[src/rtl/register_window_control.sv]
// SPARC window control: owns CWP and WIM, performs SAVE/RESTORE/RETT moves and raises held overflow/underflow traps.
// Optional per-type trap entry counters are built only when WINDOW_TRAP_COUNT_EN is defined.
module register_window_control #(
   parameter int                    NWINDOWS  = 8,
   parameter logic [NWINDOWS-1:0]   WIM_RESET = '0
) (
   input  logic                 Clock,
   input  logic                 Reset_N,
   input  logic                 Save,
   input  logic                 Restore,
   input  logic                 Rett,
   input  logic                 Wr_CWP,
   input  logic [4:0]           CWP_In,
   input  logic                 Wr_WIM,
   input  logic [NWINDOWS-1:0]  WIM_In,
   input  logic                 Trap_Ack,
   output logic [4:0]           Current_Window_Pointer,
   output logic [NWINDOWS-1:0]  WIM,
   output logic                 Window_Overflow,
   output logic                 Window_Underflow,
   output logic                 Stall,
   output logic                 Op_Error,
   output logic [15:0]          Overflow_Count,
   output logic [15:0]          Underflow_Count
);

   localparam int         IDXW    = (NWINDOWS > 1) ? $clog2(NWINDOWS) : 1;
   localparam logic [4:0] CWP_MAX = 5'(NWINDOWS - 1);
   localparam logic [5:0] NW      = 6'(NWINDOWS);

   typedef enum logic {IDLE, TRAP} state_t;

   state_t               state_q, state_d;
   logic [4:0]           cwp_q, cwp_d;
   logic [NWINDOWS-1:0]  wim_q, wim_d;
   logic                 ovf_q, ovf_d;
   logic                 unf_q, unf_d;
   logic                 err_q, err_d;
   logic                 ovf_evt, unf_evt;

   logic [4:0]           cwp_down, cwp_up;
   logic                 wim_down, wim_up;
   logic                 move_up;
   logic                 cwp_in_ok;

   assign cwp_down  = (cwp_q == 5'd0)    ? CWP_MAX : cwp_q - 5'd1;
   assign cwp_up    = (cwp_q == CWP_MAX) ? 5'd0    : cwp_q + 5'd1;
   assign wim_down  = wim_q[cwp_down[IDXW-1:0]];
   assign wim_up    = wim_q[cwp_up[IDXW-1:0]];
   assign move_up   = Restore | Rett;
   assign cwp_in_ok = ({1'b0, CWP_In} < NW);

   // State register
   always_ff @(posedge Clock or negedge Reset_N) begin
      if (!Reset_N) begin
         state_q <= IDLE;
         cwp_q   <= 5'd0;
         wim_q   <= WIM_RESET;
         ovf_q   <= 1'b0;
         unf_q   <= 1'b0;
         err_q   <= 1'b0;
      end else begin
         // NOTE: non-blocking assignments so every flop samples pre-edge values.
         state_q <= state_d;
         cwp_q   <= cwp_d;
         wim_q   <= wim_d;
         ovf_q   <= ovf_d;
         unf_q   <= unf_d;
         err_q   <= err_d;
      end
   end

   // Next-state logic; the window check always uses the WIM held before this edge
   always_comb begin
      // NOTE: defaults first so no path leaves a signal unassigned (no latches).
      state_d = state_q;
      cwp_d   = cwp_q;
      wim_d   = Wr_WIM ? WIM_In : wim_q;
      ovf_d   = ovf_q;
      unf_d   = unf_q;
      err_d   = 1'b0;
      ovf_evt = 1'b0;
      unf_evt = 1'b0;
      unique case (state_q)
         IDLE: begin
            if (Wr_CWP) begin
               if (cwp_in_ok) cwp_d = CWP_In;
               else           err_d = 1'b1;
            end else if (Save && move_up) begin
               err_d = 1'b1;
            end else if (Save) begin
               if (wim_down) begin
                  ovf_d   = 1'b1;
                  ovf_evt = 1'b1;
                  state_d = TRAP;
               end else begin
                  cwp_d = cwp_down;
               end
            end else if (move_up) begin
               if (wim_up) begin
                  unf_d   = 1'b1;
                  unf_evt = 1'b1;
                  state_d = TRAP;
               end else begin
                  cwp_d = cwp_up;
               end
            end
         end
         TRAP: begin
            // Trap entry decrements the window without consulting WIM
            if (Trap_Ack) begin
               ovf_d   = 1'b0;
               unf_d   = 1'b0;
               cwp_d   = cwp_down;
               state_d = IDLE;
            end
         end
         default: state_d = IDLE;
      endcase
   end

   // Output logic
   always_comb begin
      Current_Window_Pointer = cwp_q;
      WIM                    = wim_q;
      Window_Overflow        = ovf_q;
      Window_Underflow       = unf_q;
      Stall                  = (state_q == TRAP);
      Op_Error               = err_q;
   end

`ifdef WINDOW_TRAP_COUNT_EN
   logic [15:0] ovf_cnt_q, unf_cnt_q;

   always_ff @(posedge Clock or negedge Reset_N) begin
      if (!Reset_N) begin
         ovf_cnt_q <= 16'd0;
         unf_cnt_q <= 16'd0;
      end else begin
         if (ovf_evt && (ovf_cnt_q != 16'hFFFF)) ovf_cnt_q <= ovf_cnt_q + 16'd1;
         if (unf_evt && (unf_cnt_q != 16'hFFFF)) unf_cnt_q <= unf_cnt_q + 16'd1;
      end
   end

   assign Overflow_Count  = ovf_cnt_q;
   assign Underflow_Count = unf_cnt_q;
`else
   logic unused_evt;
   assign unused_evt      = ovf_evt ^ unf_evt;
   assign Overflow_Count  = 16'd0;
   assign Underflow_Count = 16'd0;
`endif

endmodule

[config.mk]
export PLATFORM = sky130hd
export DESIGN_NAME = register_window_control
export DESIGN_NICKNAME = d
export VERILOG_FILES = /design/src/rtl/register_window_control.sv
export SDC_FILE = /design/constraint.sdc
export NUM_CORES = 1
export LEC_CHECK = 0
export ABC_AREA = 1
export CAP_MARGIN = 20
export CORE_ASPECT_RATIO = 1.1
export CORE_MARGIN = 2
export CORE_UTILIZATION = 25
export CTS_CLUSTER_SIZE = 16
export DETAILED_ROUTE_END_ITERATION = 12
export PLACE_DENSITY = 0.63
export SLEW_MARGIN = 30
export SYNTH_ARGS = -nofsm -noshare
export SYNTH_HDL_FRONTEND = slang
export SYNTH_SLANG_ARGS = --single-unit
[constraint.sdc]
create_clock -name Clock -period 2.87 [get_ports Clock]
set_input_delay 0.861 -clock Clock [delete_from_list [all_inputs] [get_ports Clock]]
set_output_delay 0.861 -clock Clock [all_outputs]
set_load 0.005 [all_outputs]
==> run summary, run 1 <==
The family with the most delay on the worst path was buffers and inverters. Combinational logic burns 64.1% of the power. After clock tree synthesis, the clock-pin slew on the worst setup and hold paths is 80 ps.

Data on the critical path is required at its endpoint by 2010 ps. The share of synthesized area in the top cell type comes to 28.1%. The worst setup path is captured at an output port. For the DRC marker count from the first detailed-route iteration, the log shows 44. The critical path is of the reg -> out type. CTS saw 17 sinks.

The tool flagged a number of max-cap violations equal to 0. The largest individual stage delay along the critical path comes from the cell clkdlybuf4s50_1. The run finished with clean final reports. The startpoint class of the critical path was a flip-flop. Count of input and output buffers: 37. Top flip-flop cell by instance count after synthesis: dfrtp_1.

The congestion estimate from routability-driven global placement came to 0.883. Counting flops and latches in the post-synthesis netlist gives 17. The ratio of cells with drive above 1 in the final layout was 15.3%; the number of buffers inserted for hold repair after clock tree synthesis was 0. No sink is reached through more buffers than the 2 on the longest clock path.

For this run, the top clock speed supported by timing is 446 MHz. The post-cts resize count is 0, and the average footprint of a synthesized cell is 7.91 sq um. After clock tree synthesis, the setup repair step added 0 buffers. The tools report the number of fill cells in the layout as 630. The via count of the first global-routing pass is 1225, and the total routing usage reported by global routing is 11.1%. The cell area after technology mapping was 0.00151 sq mm. The tools report the root buffer cell as clkbuf_8.

For the H-tree depth, the log shows 1. The count of final max-slew check failures was 0. Critical path buffer and inverter count: 1.

The number of CTS-inserted buffers was 3. Die height: 85.6 microns. On the final layout, the worst clock skew is 6.70 ps.

The analysis attributes to cell leakage a power of 0.907 nW. Share of async-settable or async-resettable flops after synthesis: 100%. Of all cell types, the one taking the most synthesized area is dfrtp_1. The run gives 34 as the number of distinct library cells after synthesis. The commonest cells after synthesis are nand2_1, buf_4, dfrtp_1, inv_1, nand3_1. The row count was 29. The routed wire length is 3570 microns.

The HPWL after detailed placement was 2840 microns; the worst hold path stage count was 2. The area growth from synthesis to layout is 24.3%. The portion of the clock cycle consumed by the worst path in the final layout was 78.2%. In this run, synthesis inferred 0 flip-flops with an integrated enable.

The Yosys step of the flow raised 0 warnings. The placed instances occupy a cell area of 0.00183 sq mm. The share of the Yosys chip area taken by registers is 28.1%. The first detailed-routing pass took 4 iterations. TritonCTS built the clock tree.

Initial antenna violation count: 0. Counting cells, the worst reg-to-reg path comes to 14. The critical-path maximum fanout was 9; the net count reported at finish was 253. The share of power burned in the clock network came out at 11.4%. The die covers 0.00668 sq mm.

The cell area power density is 905 mW/mm^2. The synthesized netlist cell count is 191. Once detail routing completed, the nets flagged for antenna violations numbered 0. For the maximum number of pins on one net before global-route repair, the log shows 18. Library cell with the highest instance count after synthesis: nand2_1.

The count of final hold-check violations came out at 0. In this run switching power makes up 48.4% of total power. The routed layout has 1282 vias.

The stage delay of the slowest cell on the critical path is 580 ps, and the die width is 78.1 microns. Worst-skew pair later-pin latency: 260 ps. The signal on the critical path passes through clkdlybuf4s50_1. By area the synthesized netlist is led by dfrtp_1, buf_4, nand2_1. The path class of the tightest hold or removal check is reg -> reg.

The critical path depth in cells is 1. Dividing the detail-routed via count by the number of cells gives 4.19. Dividing the detail-routed wire length by the instance count gives 11.7 microns. The power dissipated by switching net loads is 0.822 mW, and the largest voltage drop on the vdd net is 0.000308 V.

The logs give 26.0% for the initial standard-cell utilization of the core and 1380 ps for the critical path data arrival time. The total overflow left after global routing is 0. During I/O placement, the number of pins put on the boundary was 70. The setup total negative slack was 0 ps; the total core area was 0.00581 sq mm.

Internal power summed over all cells: 0.877 mW. The run gives 5850 microns as the wire length of the first global-routing pass. Setup repair after global routing left no endpoint under its margin.

The post-layout instance area is 0.00188 sq mm. For the number of antenna diodes, the log shows 0. For this run, design rule violations remaining after detail routing come to 0. The tools report the count of final setup violators as 0. Per report_power, the sequential group accounts for 24.5% of the total. For the finished layout, the period the worst path requires is 2240 ps.
[cell usage in the layout (no fill, tap or decap), types with 2 or more instances in the layout]
master and n:
clkdlybuf4s50_1 37, nand2_1 36, conb_1 32, dfrtp_1 17
inv_1 16, nand3_1 16, nor2_1 10, o21ai_0 9
a21oi_1 6, nand2_2 5, nand2_4 5, mux2_2 5
nand3_2 4, nor2_4 3, clkbuf_8 3, inv_2 2
o2111ai_1 2, xnor2_1 2, nor3_1 2, ha_1 2
buf_4 2
[registers in the layout (all words and copies together) (netlist names)]
signal and cells:
Op_Error 1, Stall 1, Window_Underflow 1, WIM 8, Current_Window_Pointer 5, Window_Overflow 1
[worst paths after layout]
path | startpoint | endpoint | slack [ps]
hold reg to reg | Window_Underflow$_DFFE_PN0P_ | Window_Underflow$_DFFE_PN0P_ | 480
setup reg to reg | Current_Window_Pointer[0]$_DFFE_PN0P_ | Current_Window_Pointer[0]$_DFFE_PN0P_ | 840
hold / removal | Window_Underflow$_DFFE_PN0P_ | Window_Underflow$_DFFE_PN0P_ | 480
min in group asynchronous | Reset_N | Current_Window_Pointer[2]$_DFFE_PN0P_ | 930
setup / recovery | Current_Window_Pointer[2]$_DFFE_PN0P_ | Current_Window_Pointer[2] | 630
max in group asynchronous | Reset_N | Stall$_DFF_PN0_ | 1740
[kinds of logic after synthesis]
logic type | share of synthesized area [%]
buf+inv | 23.0
compound gates | 9.85
xor+xnor | 1.74
fa+ha+maj | 1.66
simple gates | 31.6
other cells | 0.248
mux | 3.72
flops | 28.1
[per-stage QoR]
stage	cells	setup slack (ps)	utilization, %	hold WS, ps	total power [mW]
final	306	627	32.3	481	1.70
after global routing	306	556	32.3	512	1.86
after CTS	306	596	32.3	492	1.72
after detailed placement	302	391	31.5	471	1.51
after global placement	302	386	31.5	469	1.50
after floorplan	222	1130	-	472	1.23
[power by group through the flow]
stage	combinational [mW]	clock (mW)	sequential [mW]
final	1.09	0.194	0.417
after CTS	1.09	0.203	0.419
after global routing	1.22	0.212	0.430
after detailed placement	1.09	0	0.424
after floorplan	0.847	0	0.385
after global placement	1.08	0	0.420
[final cells by class]
cell class | instances | area, sq um | share of cell area [%]
multi-input combinational | 151 | 855 | 45.5
timing repair buffer | 39 | 385 | 20.5
tap | 77 | 96.3 | 5.13
clock inverter | 1 | 7.51 | 0.400
clock buffer | 3 | 41.3 | 2.20
sequential | 17 | 425 | 22.7
inverter | 18 | 67.6 | 3.60
[per-layer routing]
metal / track usage (%) / routed length, microns
met3: 2.95 / 287
met2: 19.5 / 1740
met4: 2.55 / 32
met5: 0 / 0
met1: 13.5 / 1510
Note: power is estimated with default switching activity, not from simulation.
==> inputs of run 2 (changes only) <==
--- a/config.mk
+++ b/config.mk
@@ -12,7 +12,7 @@
 export CORE_UTILIZATION = 25
 export CTS_CLUSTER_SIZE = 16
 export DETAILED_ROUTE_END_ITERATION = 12
-export PLACE_DENSITY = 0.63
+export PLACE_DENSITY = 0.65
 export SLEW_MARGIN = 30
 export SYNTH_ARGS = -nofsm -noshare
 export SYNTH_HDL_FRONTEND = slang
==> constraint.sdc (replaced) <==
create_clock -name Clock -period 1.96 [get_ports Clock]
set_input_delay 0.588 -clock Clock [delete_from_list [all_inputs] [get_ports Clock]]
set_output_delay 0.588 -clock Clock [all_outputs]
set_load 0.005 [all_outputs]
==> run 2 against run 1 <==
Clock skew down 1.4 ps; flip-flop and latch count unchanged; non-clock buffer count up 14; power up 51%; count of clock-buffer cells in the layout unchanged; clock power up 41%; register-to-register slack worse by 660 ps; worst hold slack better by 4.0 ps; core utilization up 1.9 points; wire length down 1.7%; largest power group unchanged.
==> run summary, run 2 (synthesis gave the netlist of run 1 again) <==
The run finished with clean final reports. The max capacitance violation total was 0 (unchanged). The tools report the total core area as 0.00581 sq mm (unchanged). For this design, the slowest cell found on the critical path is clkdlybuf4s50_1. For the die footprint, the log shows 0.00668 sq mm (unchanged). The HPWL after detailed placement is 2850 microns (+0.34%), and the worst reg-to-reg setup slack is 180 ps (-660 ps).

The maximum number of pins on one net before global-route repair is 18 (unchanged). The count of final max-slew check failures was 0 (unchanged); the setup total negative slack was 0 ps (unchanged). The tools report the count of final hold-check violations as 0 (unchanged).

The logs give 0 (unchanged) for the number of antenna diodes and 0 (unchanged) for the remaining design rule violation count. TritonCTS built the clock tree. Length of the first detailed-routing pass in iterations: 4 (unchanged). The die width is 78.1 microns (unchanged). The cell area power density is 1290 mW/mm^2 (+43%), and the stage delay of the slowest cell on the critical path is 500 ps (-80 ps). The total routing usage reported by global routing is 11.1% (+0.076 points). The category of the most critical setup path is in -> reg. Based on the critical path, the design can be clocked at up to 531 MHz. Total vias in the final route: 1327 (+3.5%). CTS clock-pin slew for the worst setup and hold paths: 70 ps (about the same). The critical path buffer and inverter count is 2 (+1). The most frequent standard cell in the layout excluding fill and tap cells was clkdlybuf4s50_1. The tools report the end point of the critical path as Current_Window_Pointer[3]$_DFFE_PN0P_.

Critical path depth in cells: 8 (+7). The count of input and output buffers is 37 (unchanged), and the worst-skew pair later-pin latency is 260 ps (about the same). The total I/O pin count is 70 (unchanged), and the leakage power is 0.975 nW (+7.6%). The initial standard-cell utilization of the core came out at 26.0% (unchanged).

The count of final setup violators was 0 (unchanged); the largest voltage drop on the vdd net was 0.000402 V (+30%). Startpoint class of the critical path: an input port. The DRC marker count from the first detailed-route iteration was 92 (+110%); the flip-flop count of the largest register after layout was 8 (unchanged).

The initial antenna violation count was 0 (unchanged); the number of buffers inserted for hold repair after clock tree synthesis was 0 (unchanged). The run gives 3 (unchanged) as the number of CTS-inserted buffers. The data required time at the worst endpoint was 2150 ps (+140 ps). The largest buffer count on any clock path is 2 (unchanged), and the remaining antenna violation count is 0 (unchanged). Of the available clock period, the critical path in the final layout requires 96.2%. The min-delay analysis places its worst path in the category reg -> reg. The count of cells along the worst register-to-register path was 13 (-1). The critical-path maximum fanout is 3 (-6), and the row count is 29 (unchanged). The tools report the start point of the critical path as Save. The kind of cell with the highest combined delay along the critical path is buffers and inverters.

The net count reported at finish was 267 (+5.5%). In the layout the commonest cells are clkdlybuf4s50_1, nand2_1, conb_1. From synthesis to final layout, the design area changed by 31.7%. The final RePlAce weighted congestion came out at 0.869 (-1.6%). The tools report the power consumption as 2.57 mW (+51%). The startpoint of the worst-slack reg-to-reg timing path is Current_Window_Pointer[1]$_DFFE_PN0P_.

The critical path data arrival time came out at 2080 ps (+700 ps). Setup repair after global routing left no endpoint under its margin. The routed wire length is 3510 microns (-1.7%), and the average wire per standard cell is 11.0 microns (-6.0%). In this run the critical register-to-register path is captured at Current_Window_Pointer[2]$_DFFE_PN0P_. The via count of the first global-routing pass was 1265 (+3.3%); the final design utilization was 34.3% (+1.9 points). The run gives 1 (unchanged) as the H-tree depth. The tools report the root buffer cell as clkbuf_8. The leftover overflow at the end of global routing is 0 (unchanged), and the via count normalized by instance count is 4.15 (-1.0%). Traced cell by cell, the critical path runs through clkdlybuf4s50_1 > inv_1 > o21ai_0 > and2_2 > nand2_1 > nand3_1 > nand3_1 > nand2_1. Clock net sink count: 17 (unchanged). STA classifies the critical path endpoint as a flip-flop. The smallest clock period supported by the final layout is computed as 1880 ps. Die height: 85.6 microns (unchanged). For the wire length of the first global-routing pass, the log shows 5770 microns (-1.4%).

For the final worst clock skew, the log shows 5.30 ps (-1.40 ps). The ratio of cells with drive above 1 in the final layout came out at 21.8% (+6.5 points).
-- run 2: cell types whose count changed in the layout (fill, tap and decap cells not counted), sizes merged --
| cell | before | now |
|---|---|---|
| buf | 2 | 16 |
| clkinv | 0 | 1 |
| clkinvlp | 1 | 0 |
-- run 2: power by group --
group | leakage [nW] | total [mW] | switching (mW) | internal (mW)
logic | 0.746 | 1.70 | 0.925 | 0.774
registers | 0.204 | 0.599 | 0.140 | 0.459
clock network | 0.0255 | 0.274 | 0.132 | 0.142
-- run 2: metrics by stage --
stage               hold WS, ps  instances  area (sq um)  setup slack (ps)
floorplan                   292        222          1630               283
global placement            470        314          1920              -123
detailed placement          475        314          1920              -151
CTS                         495        318          1970              6.71
global route                520        320          1990             0.804
finish                      485        320          1990              75.2
-- run 2: metal layers --
metal	part of all wire, %	vias to the layer above	GRT usage, %
met4	1.7	0	4.63
met2	48	73	18.7
met1	42	587	13.4
li1	-	660	-
met5	0	-	0
met3	8.9	7	3.16
-- run 2: final cells by class --
class                   instances  area [sq um]
clock buffers                   3          41.3
repair buffers                 53           494
flip-flops and latches         17           429
inverters                      18          67.6
multi-input cells             151           857
fillers                       627          3810
clock inverters                 1          5.00
well taps                      77          96.3
-- run 2: how the worst min path moves through the flow --
stage | start | to | slack, ps | cells past startpoint
finish | Window_Underflow$_DFFE_PN0P_ | Window_Underflow$_DFFE_PN0P_ | 480 | 2
global route | Window_Underflow$_DFFE_PN0P_ | Window_Underflow$_DFFE_PN0P_ | 520 | 2
CTS | Window_Underflow$_DFFE_PN0P_ | Window_Underflow$_DFFE_PN0P_ | 490 | 2
detailed placement | Window_Underflow$_DFFE_PN0P_ | Window_Underflow$_DFFE_PN0P_ | 470 | 2
global placement | Window_Underflow$_DFFE_PN0P_ | Window_Underflow$_DFFE_PN0P_ | 470 | 2
floorplan | Reset_N | Current_Window_Pointer[0]$_DFFE_PN0P_ | 290 | 0
-- run 2: repair_timing --
action                     4_1_cts  5_1_grt
gates resized for setup          2        3
cloned                           0        0
setup endpoints to repair        2        7
setup buffers                    0        2
-- run 2: worst min-delay path, stage by stage (launching register included) --
cell and delay [ps]:
dfrtp_1 340, nand2_1 50, nand2_1 60
==> inputs of run 3 (changes only) <==
--- a/config.mk
+++ b/config.mk
@@ -12,7 +12,7 @@
 export CORE_UTILIZATION = 25
 export CTS_CLUSTER_SIZE = 16
 export DETAILED_ROUTE_END_ITERATION = 12
-export PLACE_DENSITY = 0.65
+export PLACE_DENSITY_LB_ADDON = 0.05
 export SLEW_MARGIN = 30
 export SYNTH_ARGS = -nofsm -noshare
 export SYNTH_HDL_FRONTEND = slang
==> run 3 against run 2 <==
Flip-flop and latch count is the same; combinational power increased by 9%; power rose by 5.8%; global-route usage up 0.43 points.
==> run summary, run 3 (synthesis gave the netlist of run 1 again) <==
The startpoint identified for the worst register-to-register timing path is Current_Window_Pointer[0]$_DFFE_PN0P_. The average wire per standard cell was 12.0 microns (+9.0%). In the layout the commonest cells are clkdlybuf4s50_1, nand2_1, conb_1.

The count of final max-slew check failures was 0 (unchanged); the number of antenna diodes was 0 (unchanged). The logs give 6010 microns (+4.2%) for the wire length of the first global-routing pass and 271 (+1.5%) for the net count reported at finish. The multi-input logic area was 870 sq um (+1.5%). The tools report the largest voltage drop on the vdd net as 0.000362 V (-9.8%).

The run gives 3 (unchanged) as the number of CTS-inserted buffers. The run gives 0 (unchanged) as the count of final setup violators. The maximum number of pins on one net before global-route repair was 18 (unchanged); the count of final hold-check violations was 0 (unchanged).

The tools report the highest attainable clock frequency as 529 MHz (-0.31%). In this design, the largest share of critical-path delay is due to buffers and inverters. Walking the worst path, the cells encountered are buf_4 > clkdlybuf4s50_1. The proportion of total power due to net switching was 46.1% (-0.44 points). The critical path depth in cells is 2 (-6), and the portion of the clock cycle consumed by the worst path in the final layout is 96.5% (+0.30 points). On the critical path, the stage with the largest delay is an instance of clkdlybuf4s50_1. Critical path buffer and inverter count: 2 (unchanged). The total routing usage reported by global routing is 11.6% (+0.43 points). The run gives 0 (unchanged) as the initial antenna violation count. The routed wire length came out at 3870 microns (+10%). The worst setup path is launched from a flip-flop. For the combinational power share, the log shows 67.8% (+1.7 points). Count of cells along the worst register-to-register path: 10 (-3). The die width is 78.1 microns (unchanged), and the power dissipated by switching net loads is 1.26 mW (+4.8%).

The run gives 42 (-54%) as the DRC marker count from the first detailed-route iteration. Setup repair after global routing left no endpoint under its margin. The remaining design rule violation count is 0 (unchanged), and the share of total power in sequential cells is 21.9% (-1.4 points). The max capacitance violation total came out at 0 (unchanged). The run gives 10.4% (-0.2 points) as the share of power burned in the clock network. The critical path data arrival time came out at 1300 ps (-780 ps). The tree is rooted in a clkbuf_8. For the remaining antenna violation count, the log shows 0 (unchanged). For the via count of the first global-routing pass, the log shows 1212 (-4.2%).

For the row count, the log shows 29 (unchanged). The via count normalized by instance count was 3.97 (-4.4%). The die height is 85.6 microns (unchanged). The tools report the final RePlAce weighted congestion as 0.777 (-11%). The run gives 180 ps (about the same) as the worst reg-to-reg setup slack. The tools report the largest buffer count on any clock path as 2 (unchanged). The tools report the final worst clock skew as 4.71 ps (-0.593 ps).

The run finished with clean final reports. The total I/O pin count came out at 70 (unchanged). The logs give 260 ps (about the same) for the worst-skew pair later-pin latency and 2.72 mW (+5.8%) for the power consumption. The tools report the endpoint with the worst hold slack as Window_Underflow$_DFFE_PN0P_. The post-route minimum period came out at 1890 ps (+5.87 ps).

Leaving out fill and tap cells, the most frequent cell in the layout is clkdlybuf4s50_1. The leakage power is 0.996 nW (+2.1%). The category of the most critical setup path was reg -> out. The area used by sequential logic in the layout was 429 sq um (unchanged). The internal power summed over all cells was 1.47 mW (+6.7%); the stage delay of the slowest cell on the critical path was 490 ps (about the same).

For the leftover overflow at the end of global routing, the log shows 0 (unchanged). The worst hold path belongs to the class reg -> reg. The initial standard-cell utilization of the core was 26.0% (unchanged). The critical-path maximum fanout is 4 (+1). For the HPWL after detailed placement, the log shows 3140 microns (+10%). The worst flop-to-flop path endpoint was Current_Window_Pointer[2]$_DFFE_PN0P_.

The flip-flop count of the largest register after layout was 8 (unchanged). The data required time at the worst endpoint is 1370 ps (-780 ps), and the length of the first detailed-routing pass in iterations is 4 (unchanged). The run gives 0.00668 sq mm (unchanged) as the die footprint. The startpoint identified for the worst hold timing path is Window_Underflow$_DFFE_PN0P_. Count of input and output buffers: 37 (unchanged). The setup total negative slack is 0 ps (unchanged), and the clock net sink count is 17 (unchanged).

The area growth from synthesis to final layout works out to 35.0%. The worst setup path is captured at an output port. The cell area power density came out at 1330 mW/mm^2 (+3.2%). The total core area came out at 0.00581 sq mm (unchanged). The worst hold path stage count came out at 2 (unchanged).

The number of fill cells in the layout was 658 (+4.9%). The CTS clock-pin slew for the worst setup and hold paths was 80 ps (about the same). The run gives 1285 (-3.2%) as the total vias in the final route.

The ratio of cells with drive above 1 in the final layout is 23.5% (+1.7 points), and the H-tree depth is 1 (unchanged). TritonCTS built the clock tree.
## run 3: worst max-delay path by stage
| stage | slack, ps | start | end |
|---|---|---|---|
| 2_1_floorplan | 280 | Current_Window_Pointer[0]$_DFFE_PN0P_ | Current_Window_Pointer[4]$_DFFE_PN0P_ |
| 3_3_place_gp | -110 | Wr_CWP | Current_Window_Pointer[1]$_DFFE_PN0P_ |
| 3_5_place_dp | -130 | Wr_CWP | Current_Window_Pointer[4]$_DFFE_PN0P_ |
| 4_1_cts | 30 | Current_Window_Pointer[1]$_DFFE_PN0P_ | Current_Window_Pointer[1] |
| 5_1_grt | 20 | Current_Window_Pointer[0]$_DFFE_PN0P_ | Current_Window_Pointer[0] |
| 6_report | 70 | Current_Window_Pointer[0]$_DFFE_PN0P_ | Current_Window_Pointer[0] |
## run 3: routing by layer
metal | up-vias | share of wire (%) | wire length (microns) | global-route usage (%)
met5 | - | 0 | 0 | 0
met4 | 0 | 0.75 | 29 | 2.39
met3 | 4 | 3.7 | 142 | 1.79
met2 | 34 | 51 | 1960 | 20.8
met1 | 582 | 45 | 1740 | 14.7
li1 | 665 | - | - | -
## run 3: power groups by stage
| stage | Sequential [mW] | Clock, mW | Combinational (mW) |
|---|---|---|---|
| after floorplan | 0.564 | 0 | 1.24 |
| after global placement | 0.597 | 0 | 1.81 |
| after detailed placement | 0.597 | 0 | 1.79 |
| after CTS | 0.596 | 0.291 | 1.80 |
| after global routing | 0.613 | 0.306 | 2.05 |
| final | 0.595 | 0.282 | 1.85 |
## run 3: cell type report
type / instances / area share (%)
clock buffers: 4 / 2.21
inverters: 18 / 3.31
multi-input cells: 151 / 42.6
flip-flops and latches: 17 / 21.0
well taps: 77 / 4.72
repair buffers: 57 / 26.1
## run 3: repair_timing
item | CTS | global route
resized for setup | 2 | 5
setup buffers | 0 | 1
hold buffers | 0 | 0
pin swaps | 0 | 2
endpoints found under the setup margin | 2 | 5
## run 3: through the flow
stage	setup slack [ps]	util, %	hold WS [ps]	instances	cell area, sq um
floorplan	283	-	292	222	1630
global placement	-112	33.7	469	319	1960
detailed placement	-132	33.7	478	319	1960
CTS	25.6	34.5	498	323	2000
global route	21.4	35.2	531	324	2040
finish	69.3	35.2	499	324	2040
## run 3: worst register-to-register path, stage by stage, from the launching register on
cell and delay [ps]:
dfrtp_2 450, ha_2 200, nand2_2 80, inv_2 60, nor2_1 240, nand3_1 190
nand3_2 120, nand2_4 80, buf_12 140, nand3_1 70, nand2_1 50
